==> config.mk <==
export PLATFORM = sky130hd
export DESIGN_NAME = hyst_result_writer_flat
export DESIGN_NICKNAME = d
export VERILOG_FILES = /design/src/rtl/hyst_pkg.sv /design/src/rtl/hyst_result_writer_if.sv /design/src/rtl/hyst_result_fifo.sv /design/src/rtl/hyst_result_writer.sv /design/src/flat_wrapper.sv
export SDC_FILE = /design/constraint.sdc
export NUM_CORES = 1
export LEC_CHECK = 0
export CORE_ASPECT_RATIO = 1.1
export CORE_UTILIZATION = 31
export CTS_CLUSTER_SIZE = 30
export DETAILED_ROUTE_END_ITERATION = 7
export PLACE_DENSITY = 0.59
export SLEW_MARGIN = 20
export SYNTH_ARGS = -nofsm -noshare
export SYNTH_HDL_FRONTEND = slang
export SYNTH_HIERARCHICAL = 1
export SYNTH_SLANG_ARGS = --single-unit
export TNS_END_PERCENT = 20
==> constraint.sdc <==
create_clock -name clk -period 10.35 [get_ports clk]
set_input_delay 2.07 -clock clk [delete_from_list [all_inputs] [get_ports clk]]
set_output_delay 2.07 -clock clk [all_outputs]
set_load 0.02 [all_outputs]
==> src/rtl/hyst_pkg.sv <==
// -----------------------------------------------------------------------------
// hyst_pkg
// Shared types and constants for the hysteresis result writer.
//   writer_state_t   : IDLE / LOAD / WRITE states of the column writer
//   HYST_COL_PIXELS  : pixels per hysteresis column (10)
//   PIXEL_W          : bits per pixel (8)
//   hyst_col_t       : one captured column {pix, x, y}
//   byte_lane_en     : one-hot byte enable for a byte address offset
//   replicate_pixel  : pixel byte replicated across a 32-bit word
// -----------------------------------------------------------------------------
package hyst_pkg;

    localparam int unsigned HYST_COL_PIXELS = 10;
    localparam int unsigned PIXEL_W         = 8;

    typedef enum logic [1:0] {
        IDLE  = 2'd0,
        LOAD  = 2'd1,
        WRITE = 2'd2
    } writer_state_t;

    typedef struct packed {
        logic [HYST_COL_PIXELS-1:0][PIXEL_W-1:0] pix;
        logic [31:0]                             x;
        logic [31:0]                             y;
    } hyst_col_t;

    function automatic logic [3:0] byte_lane_en(input logic [1:0] lane);
        logic [3:0] be;
        case (lane)
            2'd0:    be = 4'b0001;
            2'd1:    be = 4'b0010;
            2'd2:    be = 4'b0100;
            2'd3:    be = 4'b1000;
            default: be = 4'b0000;
        endcase
        return be;
    endfunction

    function automatic logic [31:0] replicate_pixel(input logic [PIXEL_W-1:0] p);
        return {4{p}};
    endfunction

endpackage

==> src/rtl/hyst_result_writer_if.sv <==
// -----------------------------------------------------------------------------
// hyst_result_writer_if
// Request/ack byte write port into the output frame buffer.
//   mem_addr    : byte write address
//   mem_wdata   : pixel byte replicated 4x
//   mem_byte_en : one-hot of mem_addr[1:0]
//   mem_write   : write request, held until mem_ack is sampled high
//   mem_ack     : write accepted
// master = writer, slave = memory.
// -----------------------------------------------------------------------------
interface hyst_result_writer_if;
    logic [31:0] mem_addr;
    logic [31:0] mem_wdata;
    logic [3:0]  mem_byte_en;
    logic        mem_write;
    logic        mem_ack;

    modport master (
        output mem_addr,
        output mem_wdata,
        output mem_byte_en,
        output mem_write,
        input  mem_ack
    );

    modport slave (
        input  mem_addr,
        input  mem_wdata,
        input  mem_byte_en,
        input  mem_write,
        output mem_ack
    );
endinterface

==> src/rtl/hyst_result_fifo.sv <==
// -----------------------------------------------------------------------------
// hyst_result_fifo
// Synchronous FIFO of captured hysteresis columns.
//   clk, rst  : clock, asynchronous active-high reset
//   i_push    : write i_data (accepted when not full, or when popping)
//   i_pop     : drop the head entry (ignored when empty)
//   i_data    : column to store
//   o_data    : head column (valid when !o_empty)
//   o_full    : count == DEPTH
//   o_empty   : count == 0
//   o_count   : number of stored columns
// -----------------------------------------------------------------------------
module hyst_result_fifo
    import hyst_pkg::*;
#(
    parameter int unsigned DEPTH = 2
) (
    input  logic                         clk,
    input  logic                         rst,
    input  logic                         i_push,
    input  logic                         i_pop,
    input  hyst_col_t                    i_data,
    output hyst_col_t                    o_data,
    output logic                         o_full,
    output logic                         o_empty,
    output logic [$clog2(DEPTH+1)-1:0]   o_count
);
    localparam int unsigned CNT_W = $clog2(DEPTH + 1);
    localparam int unsigned PTR_W = (DEPTH > 1) ? $clog2(DEPTH) : 1;
    localparam logic [PTR_W-1:0] LAST_PTR = PTR_W'(DEPTH - 1);

    hyst_col_t        r_mem [DEPTH];
    logic [PTR_W-1:0] r_wr_ptr;
    logic [PTR_W-1:0] r_rd_ptr;
    logic [CNT_W-1:0] r_count;
    logic             w_wr_en;
    logic             w_rd_en;

    assign o_full  = (r_count == CNT_W'(DEPTH));
    assign o_empty = (r_count == '0);
    assign o_count = r_count;
    assign o_data  = r_mem[r_rd_ptr];

    // A full FIFO still takes a push when the head leaves in the same cycle.
    assign w_rd_en = i_pop && !o_empty;
    assign w_wr_en = i_push && (!o_full || w_rd_en);

    // Storage, pointers and occupancy count.
    always_ff @(posedge clk or posedge rst) begin
        if (rst) begin
            for (int i = 0; i < int'(DEPTH); i++) begin
                r_mem[i] <= '0;
            end
            r_wr_ptr <= '0;
            r_rd_ptr <= '0;
            r_count  <= '0;
        end else begin
            if (w_wr_en) begin
                r_mem[r_wr_ptr] <= i_data;
                r_wr_ptr        <= (r_wr_ptr == LAST_PTR) ? '0 : r_wr_ptr + PTR_W'(1);
            end
            if (w_rd_en) begin
                r_rd_ptr <= (r_rd_ptr == LAST_PTR) ? '0 : r_rd_ptr + PTR_W'(1);
            end
            case ({w_wr_en, w_rd_en})
                2'b10:   r_count <= r_count + CNT_W'(1);
                2'b01:   r_count <= r_count - CNT_W'(1);
                default: r_count <= r_count;
            endcase
        end
    end
endmodule

==> src/rtl/hyst_result_writer.sv <==
// -----------------------------------------------------------------------------
// hyst_result_writer
// Captures finished hysteresis columns and writes them, one byte per pixel,
// into the frame buffer (row pitch IMG_WIDTH, origin BASE_ADDR).
//   clk, rst     : clock, asynchronous active-high reset
//   hyst_final   : controller filter phase done (rising edge captures a column)
//   hyst_out     : result column, element i = row offset i
//   anchor_x/y   : column x and top-row y
//   hold_anchor  : FIFO full, upstream must not advance the anchor
//   mem          : request/ack frame-buffer write port (master side)
//   busy         : FIFO non-empty or writer not IDLE
//   overflow     : sticky, a capture was dropped
// Optional build macro HYST_WRITER_SKIP_ZERO_EN: zero pixels are skipped
// (no write issued) because the frame buffer is pre-cleared by software.
// -----------------------------------------------------------------------------
module hyst_result_writer
    import hyst_pkg::*;
#(
    parameter int unsigned IMG_WIDTH  = 640,
    parameter logic [31:0] BASE_ADDR  = 32'h0,
    parameter int unsigned FIFO_DEPTH = 2
) (
    input  logic                                    clk,
    input  logic                                    rst,
    input  logic                                    hyst_final,
    input  logic [HYST_COL_PIXELS-1:0][PIXEL_W-1:0] hyst_out,
    input  logic [31:0]                             anchor_x,
    input  logic [31:0]                             anchor_y,
    output logic                                    hold_anchor,
    hyst_result_writer_if.master                    mem,
    output logic                                    busy,
    output logic                                    overflow
);
    localparam int unsigned CNT_W    = $clog2(FIFO_DEPTH + 1);
    localparam logic [31:0] PITCH    = 32'(IMG_WIDTH);
    localparam logic [3:0]  LAST_IDX = 4'(HYST_COL_PIXELS - 1);

    writer_state_t                           r_state;
    logic                                    r_final_q;
    logic                                    r_overflow;
    logic [HYST_COL_PIXELS-1:0][PIXEL_W-1:0] r_pix;
    logic [31:0]                             r_addr;
    logic [3:0]                              r_index;

    logic             w_push;
    logic             w_pop;
    logic             w_full;
    logic             w_empty;
    logic [CNT_W-1:0] w_count;
    hyst_col_t        w_in_col;
    hyst_col_t        w_head;
    logic [31:0]      w_load_addr;
    logic [31:0]      w_next_addr;
    logic [7:0]       w_next_pix;
    logic             w_load_wr;
    logic             w_next_wr;
    logic             w_advance;

    assign w_push   = hyst_final && !r_final_q;
    assign w_pop    = (r_state == LOAD);
    assign w_in_col = '{pix: hyst_out, x: anchor_x, y: anchor_y};

    hyst_result_fifo #(.DEPTH(FIFO_DEPTH)) u_fifo (
        .clk     (clk),
        .rst     (rst),
        .i_push  (w_push),
        .i_pop   (w_pop),
        .i_data  (w_in_col),
        .o_data  (w_head),
        .o_full  (w_full),
        .o_empty (w_empty),
        .o_count (w_count)
    );

    // The row multiply is only consumed in LOAD; per-pixel steps use the add.
    assign w_load_addr = BASE_ADDR + (w_head.y * PITCH) + w_head.x;
    assign w_next_addr = r_addr + PITCH;

    // Next pixel to present, plus whether each pixel needs a real write.
    always_comb begin
        w_next_pix = 8'd0;
        if (r_index < LAST_IDX) begin
            w_next_pix = r_pix[r_index + 4'd1];
        end else begin
            w_next_pix = 8'd0;
        end
`ifdef HYST_WRITER_SKIP_ZERO_EN
        w_load_wr = (w_head.pix[0] != 8'd0);
        w_next_wr = (w_next_pix != 8'd0);
        // A skipped pixel (no request) advances without waiting for ack.
        w_advance = !mem.mem_write || mem.mem_ack;
`else
        w_load_wr = 1'b1;
        w_next_wr = 1'b1;
        w_advance = mem.mem_write && mem.mem_ack;
`endif
    end

    // Capture edge detection and sticky drop flag.
    always_ff @(posedge clk or posedge rst) begin
        if (rst) begin
            r_final_q  <= 1'b0;
            r_overflow <= 1'b0;
        end else begin
            r_final_q <= hyst_final;
            if (w_push && w_full && !w_pop) begin
                r_overflow <= 1'b1;
            end else begin
                r_overflow <= r_overflow;
            end
        end
    end

    // Column writer FSM with registered memory-port outputs.
    always_ff @(posedge clk or posedge rst) begin
        if (rst) begin
            r_state         <= IDLE;
            r_pix           <= '0;
            r_addr          <= 32'd0;
            r_index         <= 4'd0;
            mem.mem_write   <= 1'b0;
            mem.mem_addr    <= 32'd0;
            mem.mem_wdata   <= 32'd0;
            mem.mem_byte_en <= 4'd0;
        end else begin
            case (r_state)
                IDLE: begin
                    if (!w_empty) begin
                        r_state <= LOAD;
                    end else begin
                        r_state <= IDLE;
                    end
                end
                LOAD: begin
                    r_pix           <= w_head.pix;
                    r_addr          <= w_load_addr;
                    r_index         <= 4'd0;
                    mem.mem_write   <= w_load_wr;
                    mem.mem_addr    <= w_load_addr;
                    mem.mem_wdata   <= replicate_pixel(w_head.pix[0]);
                    mem.mem_byte_en <= byte_lane_en(w_load_addr[1:0]);
                    r_state         <= WRITE;
                end
                WRITE: begin
                    if (w_advance) begin
                        if (r_index == LAST_IDX) begin
                            mem.mem_write <= 1'b0;
                            r_state       <= w_empty ? IDLE : LOAD;
                        end else begin
                            r_index         <= r_index + 4'd1;
                            r_addr          <= w_next_addr;
                            mem.mem_write   <= w_next_wr;
                            mem.mem_addr    <= w_next_addr;
                            mem.mem_wdata   <= replicate_pixel(w_next_pix);
                            mem.mem_byte_en <= byte_lane_en(w_next_addr[1:0]);
                        end
                    end else begin
                        r_state <= WRITE;
                    end
                end
                default: begin
                    mem.mem_write <= 1'b0;
                    r_state       <= IDLE;
                end
            endcase
        end
    end

    assign hold_anchor = (w_count == CNT_W'(FIFO_DEPTH));
    assign busy        = (r_state != IDLE) || (w_count != '0);
    assign overflow    = r_overflow;
endmodule

==> src/flat_wrapper.sv <==
// flat-port wrapper written by rule: the top's interface ports become plain ports
module hyst_result_writer_flat import hyst_pkg::*;
#(
    parameter int unsigned IMG_WIDTH  = 640,
    parameter logic [31:0] BASE_ADDR  = 32'h0,
    parameter int unsigned FIFO_DEPTH = 2
)
  (clk, rst, hyst_final, hyst_out, anchor_x, anchor_y, hold_anchor, busy, overflow, mem_mem_addr, mem_mem_wdata, mem_mem_byte_en, mem_mem_write, mem_mem_ack);
  hyst_result_writer_if mem_i ();
  input  logic clk;
  input  logic rst;
  input  logic hyst_final;
  input  logic [HYST_COL_PIXELS-1:0][PIXEL_W-1:0] hyst_out;
  input  logic [31:0] anchor_x;
  input  logic [31:0] anchor_y;
  output logic hold_anchor;
  output logic busy;
  output logic overflow;
  output wire logic [$bits(mem_i.mem_addr)-1:0] mem_mem_addr;
  output wire logic [$bits(mem_i.mem_wdata)-1:0] mem_mem_wdata;
  output wire logic [$bits(mem_i.mem_byte_en)-1:0] mem_mem_byte_en;
  output wire logic [$bits(mem_i.mem_write)-1:0] mem_mem_write;
  input wire logic [$bits(mem_i.mem_ack)-1:0] mem_mem_ack;
  assign mem_mem_addr = mem_i.mem_addr;
  assign mem_mem_wdata = mem_i.mem_wdata;
  assign mem_mem_byte_en = mem_i.mem_byte_en;
  assign mem_mem_write = mem_i.mem_write;
  assign mem_i.mem_ack = mem_mem_ack;
  hyst_result_writer #(.IMG_WIDTH(IMG_WIDTH), .BASE_ADDR(BASE_ADDR), .FIFO_DEPTH(FIFO_DEPTH)) u_core (.clk(clk), .rst(rst), .hyst_final(hyst_final), .hyst_out(hyst_out), .anchor_x(anchor_x), .anchor_y(anchor_y), .hold_anchor(hold_anchor), .mem(mem_i), .busy(busy), .overflow(overflow));
endmodule
==> flow_metrics.env, run 1 <==
export IMPL_worst_slew_pin_slew_ps=1040
export IMPL_grt_first_pass_wirelength_um=84500
export IMPL_outcome="finished, final reports clean"
export IMPL_drc=0
export IMPL_stdcell_count=2804
export IMPL_maxCapViolations=0
export IMPL_critical_path_slowest_cell="dfrtp_4"
export IMPL_path_buf_inv=2
export IMPL_die_w_um=254
export IMPL_worst_clock_skew_ps=29.5
export IMPL_clkSinkCount=411
export IMPL_yosys_warnings=6
export IMPL_max_stage_delay_ps=780
export IMPL_netlist_area_mm2=0.0216
export IMPL_antenna_found_initial=3
export IMPL_setup_violations_final=0
export IMPL_vias_per_cell=4.93
export IMPL_clkTransAtPathRegs_ps=60
export IMPL_finalPower_mw=8.34
export IMPL_gr_total_overflow=0
export IMPL_avgRoutedWirePerCell_um=19.2
export IMPL_drtAntennaViolNets=0
export IMPL_cts_buffers=48
export IMPL_fin_crit_sh=0.584
export IMPL_synth_cells=1667
export IMPL_syn_nets=1894
export IMPL_pin_count=220
export IMPL_rows=101
export IMPL_dp_hpwl_um=37000
export IMPL_finalHoldViolCount=0
export IMPL_avgSynthCellArea_um2=13.0
export IMPL_critPathMaxFanout=47
export IMPL_power_frac_seq=0.293
export IMPL_p_int_mw=5.25
export IMPL_wirelength_um=53700
export IMPL_cts_buffer_depth=3
export IMPL_coreArea_mm2=0.0690
export IMPL_switchingPower_mw=3.09
export IMPL_grt_pass1_vias=14900
export IMPL_crit_top_cell="ha_1"
export IMPL_slew_headroom=0.307
export IMPL_rsz0062_at_grt="false"
export IMPL_p_clk_frac=0.201
export IMPL_antenna_cells=0
export IMPL_maxSlewViolCount=0
export IMPL_firstDrtPassIters=5
export IMPL_cellPowerDensity_mw_per_mm2=320
export IMPL_fin_util=0.378
export IMPL_gp_congestion=0.894
export IMPL_p_comb_frac=0.506
export IMPL_postCtsSetupBuffers=0
export IMPL_crit_type="reg2reg"
export IMPL_cts_tree="built"
export IMPL_crit_family="compound AO/OA/AOI/OAI gates"
export IMPL_dpl_cell_count=2715
export IMPL_setup_tns_ps=0
export IMPL_dieArea_mm2=0.0707
export IMPL_p_sw_frac=0.370
export IMPL_cts_repair_resized=0
export IMPL_cts_hold_buf=0
export IMPL_worstSkewPairLatency_ps=600
export IMPL_start_kind="flop"
export IMPL_postLayoutSetupSlackWorst_ps=4310
export IMPL_cts_root_buf="clkbuf_16"
export IMPL_leakage_nw=11.1
export IMPL_die_height_um=279
export IMPL_floorplan_initialDensity=0.313
export IMPL_io_buffers=212
export IMPL_critPathArrivalTime_ps=6510
export IMPL_grt_usage=0.153
export IMPL_h_tree_depth=2
export IMPL_area_growth_pct=20.6
export IMPL_ir_drop_mv=0.243
export IMPL_cp_cell_sequence="buf_4, mux2_2, ha_1, ha_1, inv_1, fa_1, nor2b_1, o31a_1, o221a_2, o2111ai_1, nand2_1, a21o_1, a21oi_1, xnor2_1, ha_1, or3_1, o21ai_0, a211oi_1, o21ai_0, o211ai_1, xor2_1, a221o_1"
export IMPL_num_vias=13800
export IMPL_max_clock_freq_ghz=0.166
export IMPL_drtIter0Drc=527
export IMPL_period_minus_slack_ps=6040
export IMPL_worst_setup_path_end_kind="flop"
export IMPL_grt_max_degree=94
export IMPL_dp_slack_ps=4230
export IMPL_nNetsFinal=2067
export IMPL_hp_class="reg2reg"
export IMPL_drive_above_1_share=0.335
export IMPL_worstPathRequired_ps=10820
[flip-flops by register name, summed over array words and instances, names as in the netlist]
register / cells
u_core/r_addr: 32
u_core/r_index: 4
u_core/r_pix: 80
u_core/u_fifo/o_count: 2
u_core/mem.mem_byte_en: 4
u_core/r_state: 2
u_core/mem.mem_write: 1
u_core/u_fifo/r_rd_ptr: 1
u_core/mem.mem_wdata: 8
u_core/overflow: 1
u_core/u_fifo/r_wr_ptr: 1
u_core/u_fifo/r_mem: 274
u_core/r_final_q: 1
[cell usage in the layout, fill, tap and decap left out, types with 8 or more instances in the layout]
cell	n
mux2_2	379
mux2i_1	19
nand3_1	18
dfrtp_1	409
ha_1	75
nor2_1	69
clkbuf_16	48
a221oi_1	9
mux4_2	16
clkdlybuf4s50_1	212
inv_1	27
buf_4	14
a21oi_1	82
a31oi_1	10
o22ai_1	15
mux2_4	113
xnor2_1	29
nand2_1	71
a21o_1	16
clkbuf_8	10
o21ai_0	37
or3_1	9
and3_1	8
xor2_1	13
clkbuf_1	13
nor3_1	18
[worst paths after layout]
path                                   startpoint                 endpoint  slack [ps]  cells past startpoint
hold / removal                    u_core/overflow          u_core/overflow         480                      1
setup / recovery           u_core/u_fifo/r_rd_ptr        u_core/r_addr[28]        4310                     22
max in group asynchronous                     rst  u_core/u_fifo/r_mem[63]        6240                      4
hold reg to reg                   u_core/overflow          u_core/overflow         480                      1
min in group asynchronous                     rst         u_core/r_pix[10]        2090                      2
setup reg to reg           u_core/u_fifo/r_rd_ptr        u_core/r_addr[28]        4310                     22
[power by group through the flow]
stage               clock network (mW)  logic (mW)  registers [mW]
floorplan                            0        3.38            2.38
global placement                     0        4.13            2.43
detailed placement                   0        4.19            2.47
CTS                               1.74        4.23            2.44
global route                      1.81        4.67            2.52
finish                            1.68        4.22            2.44
[layer usage]
metal / global-route usage / part of all wire / up-vias / routed length, um
met1: 0.192 / 0.43 / 7078 / 23300
li1: - / - / 6382 / -
met3: 0.0302 / 0.046 / 74 / 2490
met2: 0.261 / 0.49 / 292 / 26500
met5: 0 / 0.00067 / - / 36
met4: 0.0474 / 0.028 / 6 / 1490
[cell type report]
cell class                 instances  area, um2
inverter                          30        125
timing repair buffer             229       2290
tap                              927       1160
fill                            6573      42900
sequential                       411      10300
multi-input combinational       1120      10600
clock inverter                    16        200
clock buffer                      71       1390
[per-stage QoR]
stage,hold slack (ps),area (um2)
floorplan,451,21600
global placement,466,24400
detailed placement,468,24400
CTS,486,26000
global route,514,26100
finish,479,26100
Power figures use the tool's default switching activity.
==> run 2: changes to the inputs <==
- clock period: 10.35 -> 5.5 ns (I/O delays scaled with it)
==> flow_metrics.env, run 2 (same netlist as run 1, synthesis figures left out) <==
export IMPL_leakage_nw=11.2
export IMPL_clkSinkCount=411
export IMPL_dpl_cell_count=2726
export IMPL_ir_drop_mv=0.382
export IMPL_postCtsSetupBuffers=0
export IMPL_period_minus_slack_ps=5030
export IMPL_grt_pass1_vias=14600
export IMPL_hold_ws_ps=473
export IMPL_stdcell_count=2813
export IMPL_outcome="finished, final reports clean"
export IMPL_drtAntennaViolNets=0
export IMPL_firstDrtPassIters=4
export IMPL_largest_reg_flops=274
export IMPL_coreArea_mm2=0.0690
export IMPL_drc=0
export IMPL_gp_congestion=0.846
export IMPL_die_height_um=279
export IMPL_die_w_um=254
export IMPL_fin_crit_sh=0.915
export IMPL_start_kind="flop"
export IMPL_max_clock_freq_ghz=0.199
export IMPL_layout_common_cells="409 x dfrtp_1, 379 x mux2_2, 212 x clkdlybuf4s50_1"
export IMPL_dp_slack_ps=451
export IMPL_area_growth_pct=21.5
export IMPL_cts_hold_buf=0
export IMPL_grt_max_degree=111
export IMPL_clkTransAtPathRegs_ps=50
export IMPL_maxCapViolations=0
export IMPL_worstPathRequired_ps=5950
export IMPL_avgRoutedWirePerCell_um=19.1
export IMPL_holdPathStages=1
export IMPL_dieArea_mm2=0.0707
export IMPL_cts_repair_resized=0
export IMPL_postLayoutSetupSlackWorst_ps=469
export IMPL_vias_per_cell=4.91
export IMPL_critPathMaxFanout=15
export IMPL_worst_setup_path_end_kind="flop"
export IMPL_hold_path_endpoint="u_core/overflow"
export IMPL_r2r_start="u_core/u_fifo/r_rd_ptr"
export IMPL_reg_top3="u_core/u_fifo/r_mem (274), u_core/r_pix (80), u_core/r_addr (32)"
export IMPL_maxSlewViolCount=0
export IMPL_worstRegToRegCells=20
export IMPL_floorplan_initialDensity=0.313
export IMPL_critPathArrivalTime_ps=5480
export IMPL_cp_cell_sequence="buf_4, mux2_2, ha_1, ha_1, o21a_1, o31a_1, o221a_2, o2111ai_1, nand2_1, a21o_1, a21oi_1, xnor2_1, ha_1, or3_1, o21ai_0, a21oi_1, a31oi_2, nor3_1, a311oi_1, nor3_1"
export IMPL_max_stage_delay_ps=480
export IMPL_rsz0062_at_grt="false"
export IMPL_cts_buffers=48
export IMPL_cts_tree="built"
export IMPL_nNetsFinal=2076
export IMPL_pin_count=220
export IMPL_worst_clock_skew_ps=33.9
export IMPL_wirelength_um=53600
export IMPL_setup_violations_final=0
export IMPL_layout_commonest_cell="dfrtp_1"
export IMPL_rows=101
export IMPL_worst_slew_pin_slew_ps=1020
export IMPL_hold_path_startpoint="u_core/overflow"
export IMPL_num_vias=13800
export IMPL_hp_class="reg2reg"
export IMPL_reg2reg_to="u_core/r_addr[30]"
export IMPL_gr_total_overflow=0
export IMPL_drtIter0Drc=749
export IMPL_critical_path_slowest_cell="dfrtp_4"
export IMPL_drive_above_1_share=0.339
export IMPL_dp_hpwl_um=37500
export IMPL_h_tree_depth=2
export IMPL_worstSkewPairLatency_ps=600
export IMPL_antenna_found_initial=2
export IMPL_regMostFlops="u_core/u_fifo/r_mem"
export IMPL_cts_buffer_depth=3
export IMPL_cellPowerDensity_mw_per_mm2=606
export IMPL_crit_top_cell="ha_1"
export IMPL_setup_tns_ps=0
export IMPL_grt_usage=0.152
export IMPL_io_buffers=212
export IMPL_slew_headroom=0.319
export IMPL_grt_first_pass_wirelength_um=84200
export IMPL_cts_root_buf="clkbuf_16"
export IMPL_finalHoldViolCount=0
export IMPL_r2r_slack_ps=470
export IMPL_crit_type="reg2reg"
[run 2: cell types whose count changed in the layout (fill, tap and decap cells not counted), moves of 2 or more]
cell | previous run | this run
buf_12 | 2 | 7
buf_4 | 14 | 19
bufinv_16 | 2 | 6
clkbuf_1 | 13 | 10
clkinvlp_4 | 6 | 3
clkbuf_8 | 10 | 8
clkinv_2 | 5 | 7
diode_2 | 0 | 2
inv_16 | 2 | 0
[run 2: layout make-up]
type	instances	area, um2
timing repair buffer	238	2400
multi-input combinational	1120	10600
fill	6621	42800
clock inverter	19	315
inverter	30	121
clock buffer	66	1350
antenna	2	5.00
sequential	411	10300
tap	927	1160
[run 2: critical path: cells and delay by family (launching register included)]
family / cells / cell delay [ps]
compound gates: 10 / 2020
fa+ha+maj: 3 / 910
simple gates: 4 / 690
flops: 1 / 480
mux: 1 / 390
buf+inv: 1 / 270
xor+xnor: 1 / 150
[run 2: per-stage QoR]
step	utilization	instance area [um2]	total power, mW
6_report	0.380	26200	15.9
2_1_floorplan	-	21600	10.8
3_3_place_gp	0.356	24600	12.4
3_5_place_dp	0.356	24600	12.6
4_1_cts	0.380	26200	16.1
5_1_grt	0.380	26200	17.1
[run 2: layer usage]
layer | part of all wire | global-route usage | vias up | routed length, um
li1 | - | - | 6409 | -
met1 | 0.43 | 0.193 | 7069 | 23300
met2 | 0.50 | 0.262 | 267 | 26900
met3 | 0.044 | 0.0305 | 61 | 2360
met4 | 0.019 | 0.0349 | 4 | 1020
met5 | 0.00058 | 0 | - | 31
[run 2: report_power, final]
group	switching (mW)	internal, mW	leakage (nW)
clock	1.31	2.01	0.807
sequential	0.527	4.07	5.13
combinational	4.02	3.96	5.29
[run 2: worst max path at each step]
stage,start,to,slack [ps],cells past startpoint
floorplan,u_core/u_fifo/r_rd_ptr,u_core/r_addr[28],460,23
global placement,u_core/u_fifo/r_rd_ptr,u_core/r_addr[28],490,20
detailed placement,u_core/u_fifo/r_rd_ptr,u_core/r_addr[23],450,19
CTS,u_core/u_fifo/r_rd_ptr,u_core/r_addr[23],450,19
global route,u_core/u_fifo/r_rd_ptr,u_core/r_addr[30],120,20
finish,u_core/u_fifo/r_rd_ptr,u_core/r_addr[30],470,20
